## src/rtl/hgw_sram_fifo_ctrl.sv

```systemverilog
// hgw_sram_fifo_ctrl: FIFO of D+2 words kept in an external single-port SRAM (ce/we active-high, 1-cycle read) plus a 2-entry output skid buffer.
// Latency: a word accepted in cycle t on an empty FIFO shows out_valid in t+3; with both sides busy the SRAM alternates write/read (1 word per 2 cycles).
// Backpressure: in_ready drops when the SRAM is full or a read holds priority; reads pause while the skid buffer plus in-flight read would exceed 2. Optional flush port under HGW_SRAM_FIFO_FLUSH_EN.
module hgw_sram_fifo_ctrl #(
    parameter int D  = 128,
    parameter int W  = 32,
    parameter int AW = $clog2(D)
) (
    input  logic          clk,
    input  logic          rst,
`ifdef HGW_SRAM_FIFO_FLUSH_EN
    input  logic          flush,
`endif
    input  logic          in_valid,
    output logic          in_ready,
    input  logic [W-1:0]  in_data,
    output logic          out_valid,
    input  logic          out_ready,
    output logic [W-1:0]  out_data,
    output logic          sram_ce,
    output logic          sram_we,
    output logic [AW-1:0] sram_addr,
    output logic [W-1:0]  sram_wdata,
    input  logic [W-1:0]  sram_rdata,
    output logic [AW+1:0] count,
    output logic          full,
    output logic          empty
);

    localparam logic [AW:0]   MEM_FULL = (AW+1)'(D);
    localparam logic [AW+1:0] CAP      = (AW+2)'(D + 2);

    logic [AW-1:0] wptr;
    logic [AW-1:0] rptr;
    logic [AW:0]   mem_cnt;
    logic          rd_inflight;
    logic [1:0]    ob_cnt;
    logic [W-1:0]  ob_tail;
    logic          rr;          // 0: read wins the next contention, 1: write wins
    logic          clr;         // clears pointers/counters this edge (reset or flush)
    logic          rd_want;
    logic          wr_go;
    logic          rd_go;
    logic          pop;
    logic          push;

`ifdef HGW_SRAM_FIFO_FLUSH_EN
    assign clr = rst | flush;
`else
    assign clr = rst;
`endif

    // A read is only worth issuing if its data is guaranteed a slot in the skid buffer.
    assign rd_want = (mem_cnt != '0) && (({1'b0, ob_cnt} + {2'b00, rd_inflight}) < 3'd2);

    assign in_ready = !clr && (mem_cnt != MEM_FULL) && !(rd_want && !rr);
    assign wr_go    = in_valid && in_ready;
    assign rd_go    = !clr && rd_want && !wr_go;

    // Address/wdata are don't-care while ce is low, so a plain mux suffices.
    assign sram_ce    = wr_go | rd_go;
    assign sram_we    = wr_go;
    assign sram_addr  = wr_go ? wptr : rptr;
    assign sram_wdata = in_data;

    assign out_valid = (ob_cnt != 2'd0);
    assign pop       = out_valid && out_ready;
    assign push      = rd_inflight;

    assign count = {1'b0, mem_cnt} + {{(AW+1){1'b0}}, rd_inflight} + {{AW{1'b0}}, ob_cnt};
    assign full  = (count == CAP);
    assign empty = (count == '0);

    // SRAM-side bookkeeping: pointers, word count, read-in-flight flag and round-robin bit.
    always_ff @(posedge clk) begin
        if (clr) begin
            wptr        <= '0;
            rptr        <= '0;
            mem_cnt     <= '0;
            rd_inflight <= 1'b0;
            rr          <= 1'b0;
        end else begin
            if (wr_go) begin
                wptr    <= wptr + 1'b1;
                mem_cnt <= mem_cnt + 1'b1;
            end else if (rd_go) begin
                rptr    <= rptr + 1'b1;
                mem_cnt <= mem_cnt - 1'b1;
            end
            rd_inflight <= rd_go;
            if (rd_want && wr_go) begin
                rr <= 1'b0;
            end else if (rd_go && in_valid) begin
                rr <= 1'b1;
            end
        end
    end

    // Two-entry in-order skid buffer; out_data is the registered head, ob_tail the second slot.
    always_ff @(posedge clk) begin
        if (rst) begin
            ob_cnt   <= 2'd0;
            out_data <= '0;
            ob_tail  <= '0;
        end else if (clr) begin
            ob_cnt <= 2'd0;     // flush drops contents but leaves out_data as-is
        end else begin
            case (ob_cnt)
                2'd0: begin
                    if (push) begin
                        out_data <= sram_rdata;
                        ob_cnt   <= 2'd1;
                    end
                end
                2'd1: begin
                    if (push && pop) begin
                        out_data <= sram_rdata;
                    end else if (push) begin
                        ob_tail <= sram_rdata;
                        ob_cnt  <= 2'd2;
                    end else if (pop) begin
                        ob_cnt <= 2'd0;
                    end
                end
                default: begin
                    if (pop) begin
                        out_data <= ob_tail;
                        if (push) begin
                            ob_tail <= sram_rdata;
                        end else begin
                            ob_cnt <= 2'd1;
                        end
                    end
                end
            endcase
        end
    end

endmodule

```

## config.mk

```make
export PLATFORM = sky130hd
export DESIGN_NAME = hgw_sram_fifo_ctrl
export DESIGN_NICKNAME = d
export VERILOG_FILES = /design/src/rtl/hgw_sram_fifo_ctrl.sv
export SDC_FILE = /design/constraint.sdc
export NUM_CORES = 1
export LEC_CHECK = 0
export CORE_MARGIN = 1.5
export CORE_UTILIZATION = 49
export DETAILED_ROUTE_END_ITERATION = 10
export PLACE_DENSITY = 0.86
export SYNTH_ARGS = -nofsm -noshare
export SYNTH_HDL_FRONTEND = slang
export SYNTH_SLANG_ARGS = --single-unit
```

## constraint.sdc

```tcl
create_clock -name clk -period 4.75 [get_ports clk]
set_input_delay 1.425 -clock clk [delete_from_list [all_inputs] [get_ports clk]]
set_output_delay 1.425 -clock clk [all_outputs]
set_load 0.02 [all_outputs]
```

==> results by group <==
Outcome
  – Status: finished, final reports clean

Clock tree
  – CTS sink count: 90
  – Post-CTS setup buffer count: 0
  – Worst-skew pair later-pin latency: about 360 ps
  – Reg clk slew, reported paths: about 90 ps
  – Root buffer cell: clkbuf_8
  – Hold buffer count at cts: 0
  – Total CTS buffers: 9
  – Clock Path Buffers: 2
  – Htree depth: 3
  – CTS tree: yes

Placed design
  – PortBufs: 89
  – Gp weighted congestion: 0.8339
  – Dpl cell area: 0.005126 mm2
  – Detailed-placement wirelength estimate: ~6.8 mm

Synth
  – Leading cell types by count after synthesis: nand2_1, dfxtp_1, nor2_1, a21oi_1, mux2i_1
  – Most used DFF post-synth: dfxtp_1
  – Post-synth top area share: 40.69%
  – Post-synthesis async set-or-reset flop share: 0%
  – Post-synthesis cell type count: 46
  – Cell count after synthesis: 527
  – Synth area leaders: dfxtp_1, mux2i_1, nand2_1, a211oi_1, buf_4
  – Syn avg cell area: 8.402 um2
  – Number of synthesized flops with an enable pin: 0
  – Area leader, netlist: dfxtp_1
  – Most frequent cell after synthesis: nand2_1
  – Ys Warns: 0
  – Yosys reg bits: 90
  – Synthesized area: 0.004428 mm2
  – Syn_nets: 607
  – Register area share after synthesis: around 41%

Worst setup path
  – Required time worst endpoint: 3320 ps
  – Worst setup path category: in2out
  – Crit path launch type: input pin
  – Crit-path max cell delay: 630 ps
  – Crit path DAT: 3090 ps
  – Worst path slowest cell: clkdlybuf4s50_1
  – Crit path cell chain: clkdlybuf4s50_1 > nand2_4 > clkinv_4 > nand2_1 > nand2_1 > clkdlybuf4s50_1
  – Worst-path maximum fanout: 16
  – Endpoint class of the critical path: output pin

STA
  – Slew margin rel.: 23.58%
  – Final period util: 94.99%
  – Max Clock Freq: ~220 MHz
  – Worst slew pin tran: 1144 ps
  – Clk_skew: 15.20 ps
  – Final hold violations: 0
  – Setup TNS: 0 ps
  – Crit path time final: 4512 ps
  – Unrepaired setup endpoints after global routing: no
  – Final count of pins violating max slew: 0
  – # setup viols final: 0

GRT
  – Vias in the first global route: 3,617
  – Initial antenna violation count: 0
  – Overflow after GRT: 0
  – GR Util All Layers: 20.38%
  – First-pass GRT wire length: 16.37 mm
  – Pin count of the biggest net entering global routing: just under 90

Power and ir drop
  – Total power: approximately 3.3 mW
  – Peak VDD IR: 326.7 uV
  – Cell Pwr Density: 612.4 mW/mm2
  – Leakage: 1.952 nW

Routing
  – Post-DR wirelength/cell: 14.56 um
  – Final ANT Viol Nets: 0
  – Vias per Instance: 5.391
  – First DRT Iteration DRCs: 109
  – Drt pass-1 iters: 5
  – DRC errors left: 0
  – WL final: ~10 mm
  – Vias: 3,677

Final layout
  – Final nets: 649
  – Area growth, synth to finish: 20.71%
  – Ant. Diodes: 0
  – Post-route cell area: between 0.005 and 0.006 mm2
  – Core Util, Final: 61.29%
  – Share of cells above drive strength 1: 6.620%

Floorplanning
  – Die area: 0.009616 mm2
  – Core area: 0.008721 mm2
  – Die width: between 90 and 100 um
  – Die Y: 98.06 um
  – Starting Density: 50.77%
  – Rows: 34
  – I/O pin count: 154

Hold path
  – Worst min path class: reg2reg

Run
  – Max cap viols: 0
==> metrics by stage <==
stage,hold WS [ps],worst slack [ps],instances
final,457.4,238.1,682
after global routing,472.6,9.371,682
after CTS,458.7,176.8,682
after detailed placement,446.1,213.6,666
after global placement,440.7,287.9,666
after floorplan,436.0,487.9,527
==> final timing paths <==
check / start / to / slack [ps] / cells past startpoint
worst max-delay path: in_valid / sram_addr[1] / 240 / 6
worst max register to register: ob_cnt[1] / mem_cnt[7] / 1160 / 13
worst min register to register: ob_tail[20] / ob_tail[20] / 460 / 2
worst min-delay path: ob_tail[20] / ob_tail[20] / 460 / 2
==> critical path: cells and delay by family <==
family	cells	cell delay, ps
AND/OR/NAND/NOR	3	280
buffers and inverters	3	1370
==> registers in the layout, summed over array words and instances, names as in the netlist <==
signal and count:
out_data 32, rptr 7, mem_cnt 8, wptr 7, ob_cnt 2, ob_tail 32
rr 1, push 1
==> cell usage in the layout, fill, tap and decap left out, types with 3 or more instances in the layout <==
master and instances:
a211oi_1 33, a21oi_1 42, and3_1 4, buf_4 6, clkbuf_8 9, clkdlybuf4s50_1 86
dfxtp_1 87, dfxtp_2 3, fa_1 3, ha_1 9, inv_1 11, mux2i_1 39
nand2_1 100, nand3_1 4, nand4_1 8, nor2_1 57, nor2b_1 3, nor3_1 4
nor4_1 3, o21ai_0 5, xnor2_1 11, xor2_1 13
==> layout make-up <==
type / count / area [um2]
Clock buffer: 9 / 123.9
Clock inverter: 7 / 98.84
Fill cell: 748 / 3376
Inverter: 12 / 50.05
Multi-Input combinational cell: 361 / 2207
Sequential cell: 90 / 1805
Tap cell: 108 / 135.1
Timing Repair Buffer: 95 / 924.6
==> power breakdown <==
part	internal [mW]	switching, mW
clock	0.300	0.274
sequential	0.939	0.171
combinational	0.724	0.866
==> what timing repair did <==
item	in CTS	in global routing
cloned	0	0
setup endpoints to repair	2	2
gates resized for setup	3	6
==> logic make-up (layout without fill, tap and decap cells) <==
family                     count (synthesis)  after routing  share of synthesized area, %
DFF                                       90             90                         40.69
muxes                                     39             39                         8.816
xor gates and xnor gates                  24             24                         4.747
and+or+nand+nor                          196            196                         19.33
adders and majority gates                 12             12                         3.900
AOI/OAI and AO/OA                         90             90                         12.94
buffers and inverters                     76            123                         9.579
==> per-layer routing <==
layer  global-route usage [%]  part of all wire (%)
met4                    7.473                   1.6
met3                    5.082                   5.8
met1                    24.14                    42
met2                    35.60                    50
met5                        0                     0
No activity file was read; power rests on OpenSTA's default activity.
